`src/rtl/sigmoid_pkg.sv`:
```
// Shared widths and constants for the Q4.4 -> Q0.8 sigmoid lookup.
package sigmoid_pkg;

  localparam int unsigned IN_W      = 8;
  localparam int unsigned IN_FRAC   = 4;
  localparam int unsigned OUT_W     = 8;
  localparam int unsigned TBL_W     = 9;
  localparam int unsigned TBL_DEPTH = 128;
  localparam int unsigned ADDR_W    = $clog2(TBL_DEPTH);

  // T = 256 represents exactly 1.0, which the 8-bit output cannot hold
  localparam logic [TBL_W-1:0] TBL_ONE = TBL_W'(256);
  localparam logic [OUT_W-1:0] OUT_MAX = OUT_W'(255);

endpackage

```
`src/rtl/sigmoid_rom.sv`:
```
// Combinational table T[k] = round(256 * sigmoid(k/16)) for k = 0..127.
module sigmoid_rom
  import sigmoid_pkg::*;
(
  input  logic [ADDR_W-1:0] addr_i,
  output logic [TBL_W-1:0]  t_o
);

  // Entries 100..127 are all 256 and are covered by the default arm
  always_comb begin
    t_o = TBL_ONE;
    case (addr_i)
      7'd0:  t_o = 9'd128;  7'd1:  t_o = 9'd132;  7'd2:  t_o = 9'd136;  7'd3:  t_o = 9'd140;
      7'd4:  t_o = 9'd144;  7'd5:  t_o = 9'd148;  7'd6:  t_o = 9'd152;  7'd7:  t_o = 9'd156;
      7'd8:  t_o = 9'd159;  7'd9:  t_o = 9'd163;  7'd10: t_o = 9'd167;  7'd11: t_o = 9'd170;
      7'd12: t_o = 9'd174;  7'd13: t_o = 9'd177;  7'd14: t_o = 9'd181;  7'd15: t_o = 9'd184;
      7'd16: t_o = 9'd187;  7'd17: t_o = 9'd190;  7'd18: t_o = 9'd193;  7'd19: t_o = 9'd196;
      7'd20: t_o = 9'd199;  7'd21: t_o = 9'd202;  7'd22: t_o = 9'd204;  7'd23: t_o = 9'd207;
      7'd24: t_o = 9'd209;  7'd25: t_o = 9'd212;  7'd26: t_o = 9'd214;  7'd27: t_o = 9'd216;
      7'd28: t_o = 9'd218;  7'd29: t_o = 9'd220;  7'd30: t_o = 9'd222;  7'd31: t_o = 9'd224;
      7'd32: t_o = 9'd225;  7'd33: t_o = 9'd227;  7'd34: t_o = 9'd229;  7'd35: t_o = 9'd230;
      7'd36: t_o = 9'd232;  7'd37: t_o = 9'd233;  7'd38: t_o = 9'd234;  7'd39: t_o = 9'd235;
      7'd40: t_o = 9'd237;  7'd41: t_o = 9'd238;  7'd42: t_o = 9'd239;  7'd43: t_o = 9'd240;
      7'd44: t_o = 9'd241;  7'd45: t_o = 9'd241;  7'd46: t_o = 9'd242;  7'd47: t_o = 9'd243;
      7'd48: t_o = 9'd244;  7'd49: t_o = 9'd245;  7'd50: t_o = 9'd245;  7'd51: t_o = 9'd246;
      7'd52: t_o = 9'd246;  7'd53: t_o = 9'd247;  7'd54: t_o = 9'd248;  7'd55: t_o = 9'd248;
      7'd56: t_o = 9'd248;  7'd57: t_o = 9'd249;  7'd58: t_o = 9'd249;  7'd59: t_o = 9'd250;
      7'd60: t_o = 9'd250;  7'd61: t_o = 9'd250;  7'd62: t_o = 9'd251;  7'd63: t_o = 9'd251;
      7'd64: t_o = 9'd251;  7'd65: t_o = 9'd252;  7'd66: t_o = 9'd252;  7'd67: t_o = 9'd252;
      7'd68: t_o = 9'd252;  7'd69: t_o = 9'd253;  7'd70: t_o = 9'd253;  7'd71: t_o = 9'd253;
      7'd72: t_o = 9'd253;  7'd73: t_o = 9'd253;  7'd74: t_o = 9'd254;  7'd75: t_o = 9'd254;
      7'd76: t_o = 9'd254;  7'd77: t_o = 9'd254;  7'd78: t_o = 9'd254;  7'd79: t_o = 9'd254;
      7'd80: t_o = 9'd254;  7'd81: t_o = 9'd254;  7'd82: t_o = 9'd254;  7'd83: t_o = 9'd255;
      7'd84: t_o = 9'd255;  7'd85: t_o = 9'd255;  7'd86: t_o = 9'd255;  7'd87: t_o = 9'd255;
      7'd88: t_o = 9'd255;  7'd89: t_o = 9'd255;  7'd90: t_o = 9'd255;  7'd91: t_o = 9'd255;
      7'd92: t_o = 9'd255;  7'd93: t_o = 9'd255;  7'd94: t_o = 9'd255;  7'd95: t_o = 9'd255;
      7'd96: t_o = 9'd255;  7'd97: t_o = 9'd255;  7'd98: t_o = 9'd255;  7'd99: t_o = 9'd255;
      default: t_o = TBL_ONE;
    endcase
  end

endmodule

```
`src/rtl/sigmoid_lut.sv`:
```
// Registered sigmoid of a signed Q4.4 operand, using a half-range table
// and the identity sigmoid(-x) = 1 - sigmoid(x).
module sigmoid_lut
  import sigmoid_pkg::*;
(
  input  logic             clk,
  input  logic             reset,
  input  logic [IN_W-1:0]  x_in,
  output logic [OUT_W-1:0] y_out
);

  logic              neg_c;
  logic              min_c;
  logic [ADDR_W-1:0] addr_c;
  logic [TBL_W-1:0]  t_c;
  logic [OUT_W-1:0]  refl_c;
  logic [OUT_W-1:0]  y_d;
  logic [OUT_W-1:0]  y_q;

  // Sign/magnitude split; -128 aliases to address 0 and is handled separately
  always_comb begin
    neg_c  = x_in[IN_W-1];
    min_c  = (x_in == {1'b1, {(IN_W-1){1'b0}}});
    addr_c = neg_c ? ADDR_W'(~x_in[ADDR_W-1:0]) + ADDR_W'(1) : x_in[ADDR_W-1:0];
  end

  sigmoid_rom u_rom (
    .addr_i (addr_c),
    .t_o    (t_c)
  );

  // T never drops below 128, so 256 - T always fits in the output width
  always_comb begin
    refl_c = OUT_W'(TBL_ONE - t_c);
    y_d    = '0;
    if (min_c) begin
      y_d = '0;
    end else if (neg_c) begin
      y_d = refl_c;
    end else if (t_c[TBL_W-1]) begin
      y_d = OUT_MAX;
    end else begin
      y_d = t_c[OUT_W-1:0];
    end
  end

  always_ff @(posedge clk or posedge reset) begin
    if (reset) begin
      y_q <= '0;
    end else begin
      y_q <= y_d;
    end
  end

  assign y_out = y_q;

endmodule

```
`config.mk`:
```
export PLATFORM = sky130hd
export DESIGN_NAME = sigmoid_lut
export DESIGN_NICKNAME = d
export VERILOG_FILES = /design/src/rtl/sigmoid_pkg.sv /design/src/rtl/sigmoid_rom.sv /design/src/rtl/sigmoid_lut.sv
export SDC_FILE = /design/constraint.sdc
export NUM_CORES = 1
export LEC_CHECK = 0
export CORE_UTILIZATION = 38
export CTS_CLUSTER_SIZE = 10
export DETAILED_ROUTE_END_ITERATION = 7
export PLACE_DENSITY_LB_ADDON = 0.15
export SLEW_MARGIN = 20
export SYNTH_ARGS = -nofsm -noshare
export SYNTH_HDL_FRONTEND = slang
export SYNTH_SLANG_ARGS = --single-unit
```
`constraint.sdc`:
```
create_clock -name clk -period 1.4 [get_ports clk]
set_clock_uncertainty 0.2 [all_clocks]
set_input_delay 0.28 -clock clk [delete_from_list [all_inputs] [get_ports clk]]
set_output_delay 0.28 -clock clk [all_outputs]
set_load 0.02 [all_outputs]
```
# Word-level counts from Yosys, hierarchy flattened
# Memory sizes are Yosys's and may differ from the RTL's.
# Index checks and enable logic that the tools add are counted.
# Widths: inputs -> output; s select.
# classes
add_sub_neg	2
n_eq_ne	1
n_mux	4
n_bitwise	1
# ops
op	n
$mux 8	3
$eq 8x8->1 const B	1
$sub 1x8->8 const A	1
$add 7x1->7 const B	1
$mux 7	1
$not 7->7	1
# word_totals
regBits	8
rom_bits	1152
out_inout_bits	8
mem_count	1
# memory_table
name	depth	width	rd	rd_clocked_by_memory_dff	wr	line	text
(no name shown)	128	9	1	0	0	sigmoid_rom.sv:12	case (addr_i)

# Longest topological paths before layout
# An unclocked memory read counts as a cell.
# logic_depth
ltp_word	7
ltp_mapped	17
ltp_nobuf	16

# By module
# Synthesis repeated with hierarchy kept, for this count alone.
# hier_totals
hier_cells	181
hier_area_um2	1370.1
# modules_own_cells
mod	instances	cells_per_inst	area_each_um2	seq_area_each_um2
sigmoid_rom	1	109	762.0	0.0
sigmoid_lut	1	72	608.1	200.2

# Worst setup path before layout
# OpenSTA, ideal clock, no wires.
# synth_timing
path_type	input to register
start	in x_in[0]
end	reg y_q[6], in the netlist y_out[6]
setup_ns	0.094
arrival_time_ns	3.040
setup_slack_ns	-1.933
cell_stages	16
n_path_buf	2
cell_sequence	buf_6 -> inv_1 -> ha_1 -> nand2_1 -> o21ai_2 -> ha_1 -> buf_2 -> nor2_1 -> o2bb2ai_1 -> a211o_1 -> o311a_1 -> a211o_1 -> a21oi_1 -> nand4_1 -> xnor2_1 -> a221oi_2
# synth_between
elab_chain_len	7
word_cells_on_any_way	9
# synth_lines
element	line	text
start: declaration	sigmoid_lut.sv:8	input logic [IN_W-1:0] x_in,
$not 7->7	sigmoid_lut.sv:24	addr_c = neg_c ? ADDR_W'(~x_in[ADDR_W-1:0]) + ADDR_W'(1) : x_in[ADDR_W-1:0];
$add 7x1->7	sigmoid_lut.sv:24	
$mux 7	sigmoid_lut.sv:24	
$mem_v2 128x9	--	
$sub 1x8->8 or $mux 8 (tied branches)	sigmoid_lut.sv:34, sigmoid_lut.sv:40	
$mux 8	sigmoid_lut.sv:38	end else if (neg_c) begin
$mux 8 (*)	sigmoid_lut.sv:36	if (min_c) begin
via y_d[6]	sigmoid_lut.sv:17	logic [OUT_W-1:0] y_d;
end signal: assignment	sigmoid_lut.sv:51	y_q <= y_d;
end: declaration	sigmoid_lut.sv:18	logic [OUT_W-1:0] y_q;
# The timed path passes the listed nets; every way through them passes the cells marked *.

# Worst setup path after layout
# layout_timing
start	in x_in[0]
end	reg y_q[4], in the netlist y_out[4]
# The elaborated chain is that of the path after synthesis.

==> results.py <==
metrics = {
    "run_status": {
        "status": "complete, but fails checks",
        "failed_checks": "negative setup slack",
    },
    "floorplanning": {
        "ios": 18,
        "die_w_um": 70.0,
        "start_util_pct": 39.9,
        "die_y_um": 70.0,
        "core_um2": 4410,
        "core.rowCount": 24,
        "fp.dieArea_um2": 4910,
    },
    "cts": {
        "cts_root_buf": "clkbuf_8",
        "cts-hold-fix-buffers": 0,
        "htree_num_levels": 1,
        "clk_transition_reported_paths_ns": 0.04,
        "cts-buffers-inserted": 3,
        "cts.path.max_buffers": 2,
        "clock-sinks": 8,
        "cts_tree": "yes",
    },
    "setup_path": {
        "critPathTopFamily": "compound AO/OA/AOI/OAI gates",
        "start_kind": "input pin",
        "crit_top_cell": "buf_4",
        "critPathBufInv": 6,
        "cp_cell_sequence": "buf_8 > clkinvlp_4 > ha_4 > or3b_4 > a211oi_4 > buf_12 > buf_4 > a22oi_2 > buf_4 > a211oi_4 > ha_4 > buf_4 > nand3_2 > xnor2_2 > a221oi_2",
        "criticalPathCategory": "in2reg",
        "arrival_ns": 2.97,
        "cp_slowest_stage_delay_ns": 0.40,
        "crit_required_ns": 1.32,
        "crit_slowest_cell": "or3b_4",
        "cp-end-kind": "register",
        "cp_max_fo": 8,
    },
    "final_layout": {
        "fill_cells": 331,
        "diodes": 0,
        "nets": 339,
        "postLayoutCoreUtil_pct": 68.1,
        "instances_no_fill": 370,
        "area_growth_pct": 70.8,
        "largest_reg_flops": 8,
        "final_common_cell": "buf_4",
        "postLayoutCellArea_um2": 3000,
        "drive_gt1_share_pct": 56.0,
        "final_cell_mix": "buf_4, nand2_1, nor2_1",
    },
    "routing": {
        "drt_drc_violations_left": 0,
        "first_iter_violations": 78,
        "routed-via-count": 2049,
        "drt-wirelength-per-cell_um": 15.5,
        "vias_per_cell": 5.54,
        "routed_wl_um": 5720,
        "firstDrtPassIters": 4,
        "route.antenna.remaining_nets": 0,
    },
    "timing": {
        "tightest_slew_ns": 0.384,
        "whs_ns": 0.0919,
        "fmax_mhz": 329,
        "rsz0062_at_grt": "true",
        "fin_ws_ns": -1.64,
        "period_share_pct": 217,
        "hold_viol_final": 0,
        "setup_violations": 8,
        "finalCriticalPeriod_ns": 3.04,
        "fin_tns_setup_ns": -11.43,
        "final_max_slew_viol_count": 0,
        "relSlewSlack_pct": 74.4,
    },
    "placed_design": {
        "place_hpwl_um": 4180,
        "placedInstanceArea_um2": 2590,
        "place_congestion": 0.913,
        "port_buffers": 17,
        "dp_slack_ns": -2.30,
        "placed_cells": 350,
    },
    "yosys": {
        "async_flop_share_pct": 100,
        "synth_edf_count": 0,
        "syn_avg_cell_area_um2": 8.22,
        "yosysSeqAreaShare_pct": 11.4,
        "syn_area_um2": 1760,
        "syn_nets": 233,
        "synth-seq-cells": 8,
        "synth-main-ff-cell": "dfrtp_1",
        "ys_types": 71,
        "yosysWarningCount": 0,
        "netlist_instances": 214,
    },
    "pwr": {
        "seq_power_share_pct": 13.1,
        "p_clk_share_pct": 12.0,
        "comb_power_share_pct": 74.8,
        "vdd_drop_max_v": 0.000321,
        "switching_share_pct": 40.9,
        "intPower_mw": 1.32,
        "power_density_nw_per_um2": 742,
        "power_mw": 2.23,
        "switchingPower_mw": 0.912,
        "p_leak_nw": 1.31,
    },
    "run": {
        "max_cap_viol_count": 0,
    },
    "global_route": {
        "grtUsageTotal_pct": 23.7,
        "gr-total-overflow": 0,
        "grt_pass1_wl_um": 9470,
        "antenna_found_initial": 0,
        "grt_pass1_vias": 2091,
        "grt_max_degree": 18,
    },
    "min_path": {
        "holdCritPathClass": "in2async",
    },
}
## per-layer routing
metal	part of all wire (%)	vias up	track usage, %	routed length, um
li1	-	1006	-	-
met1	40	982	25.8	2310
met2	55	44	46.3	3140
met3	2.2	17	1.88	124
met5	0	-	0	0
met4	2.6	0	10.0	148
## final cells by class
type,instances,area [um2],area share (%)
multi-input combinational,183,1670,55.7
timing repair buffer,115,987,32.9
sequential,8,200,6.66
tap,52,65.1,2.17
clock buffer,3,41.3,1.37
inverter,9,37.5,1.25
## cell families (layout without fill, tap and decap cells)
logic type | after synthesis | in the layout | share of synthesized area (%)
XOR/XNOR | 15 | 15 | 10.2
flip-flops | 8 | 8 | 11.4
buffers and inverters | 23 | 127 | 7.33
adder cells (fa/ha/maj) | 9 | 9 | 6.40
AND/OR/NAND/NOR | 74 | 74 | 23.6
AO/OA/AOI/OAI | 79 | 79 | 37.3
multiplexers | 6 | 6 | 3.77
## power groups by stage
stage               sequential, mW  clock [mW]  combinational [mW]
floorplan                    0.370           0               0.743
global placement             0.299           0                1.38
detailed placement           0.300           0                1.39
CTS                          0.294       0.275                1.54
global route                 0.296       0.282                1.78
finish                       0.292       0.268                1.67
## final timing paths
kind,startpoint,to,cells after the start,slack [ns]
setup / recovery,x_in[0],y_out[4],15,-1.64
hold / removal,reset,y_out[0],2,0.09
max in group asynchronous,reset,y_out[5],2,0.69
min in group clk,x_in[7],y_out[7],4,0.60
## cell usage after synthesis, types with 2 or more instances
master / instances / area (um2)
a211o_1: 2 / 17.5
a211oi_2: 2 / 25.0
a211oi_4: 2 / 40.0
a21o_1: 3 / 22.5
a21oi_1: 11 / 55.1
a21oi_2: 2 / 17.5
a221oi_1: 4 / 35.0
a22oi_1: 2 / 15.0
a31oi_1: 4 / 25.0
and2b_1: 2 / 15.0
buf_2: 7 / 35.0
buf_6: 4 / 45.0
clkbuf_1: 2 / 7.51
dfrtp_1: 8 / 200
ha_1: 9 / 113
inv_1: 8 / 30.0
mux2i_1: 4 / 40.0
nand2_1: 18 / 67.6
nand2_2: 2 / 12.5
nand2b_1: 4 / 25.0
nand3_1: 3 / 15.0
nand4_1: 2 / 12.5
nor2_1: 15 / 56.3
nor2_2: 3 / 18.8
nor2b_1: 4 / 25.0
nor3_1: 5 / 25.0
nor4_1: 2 / 12.5
o211a_1: 2 / 20.0
o211ai_1: 8 / 60.1
o21ai_0: 9 / 45.0
o21ai_1: 5 / 25.0
o21ai_2: 2 / 17.5
o21ai_4: 2 / 32.5
o311a_1: 3 / 30.0
or3_1: 2 / 12.5
xnor2_1: 6 / 52.6
xnor2_2: 4 / 65.1
xor2_1: 4 / 35.0
## what timing repair did
item / 4_1_cts / 5_1_grt
cloned: 1 / 0
pin swaps: 28 / 31
setup buffers: 10 / 6
endpoints found under the setup margin: 16 / 8
resized for setup: 55 / 18
(Power assumes the default switching activity.)
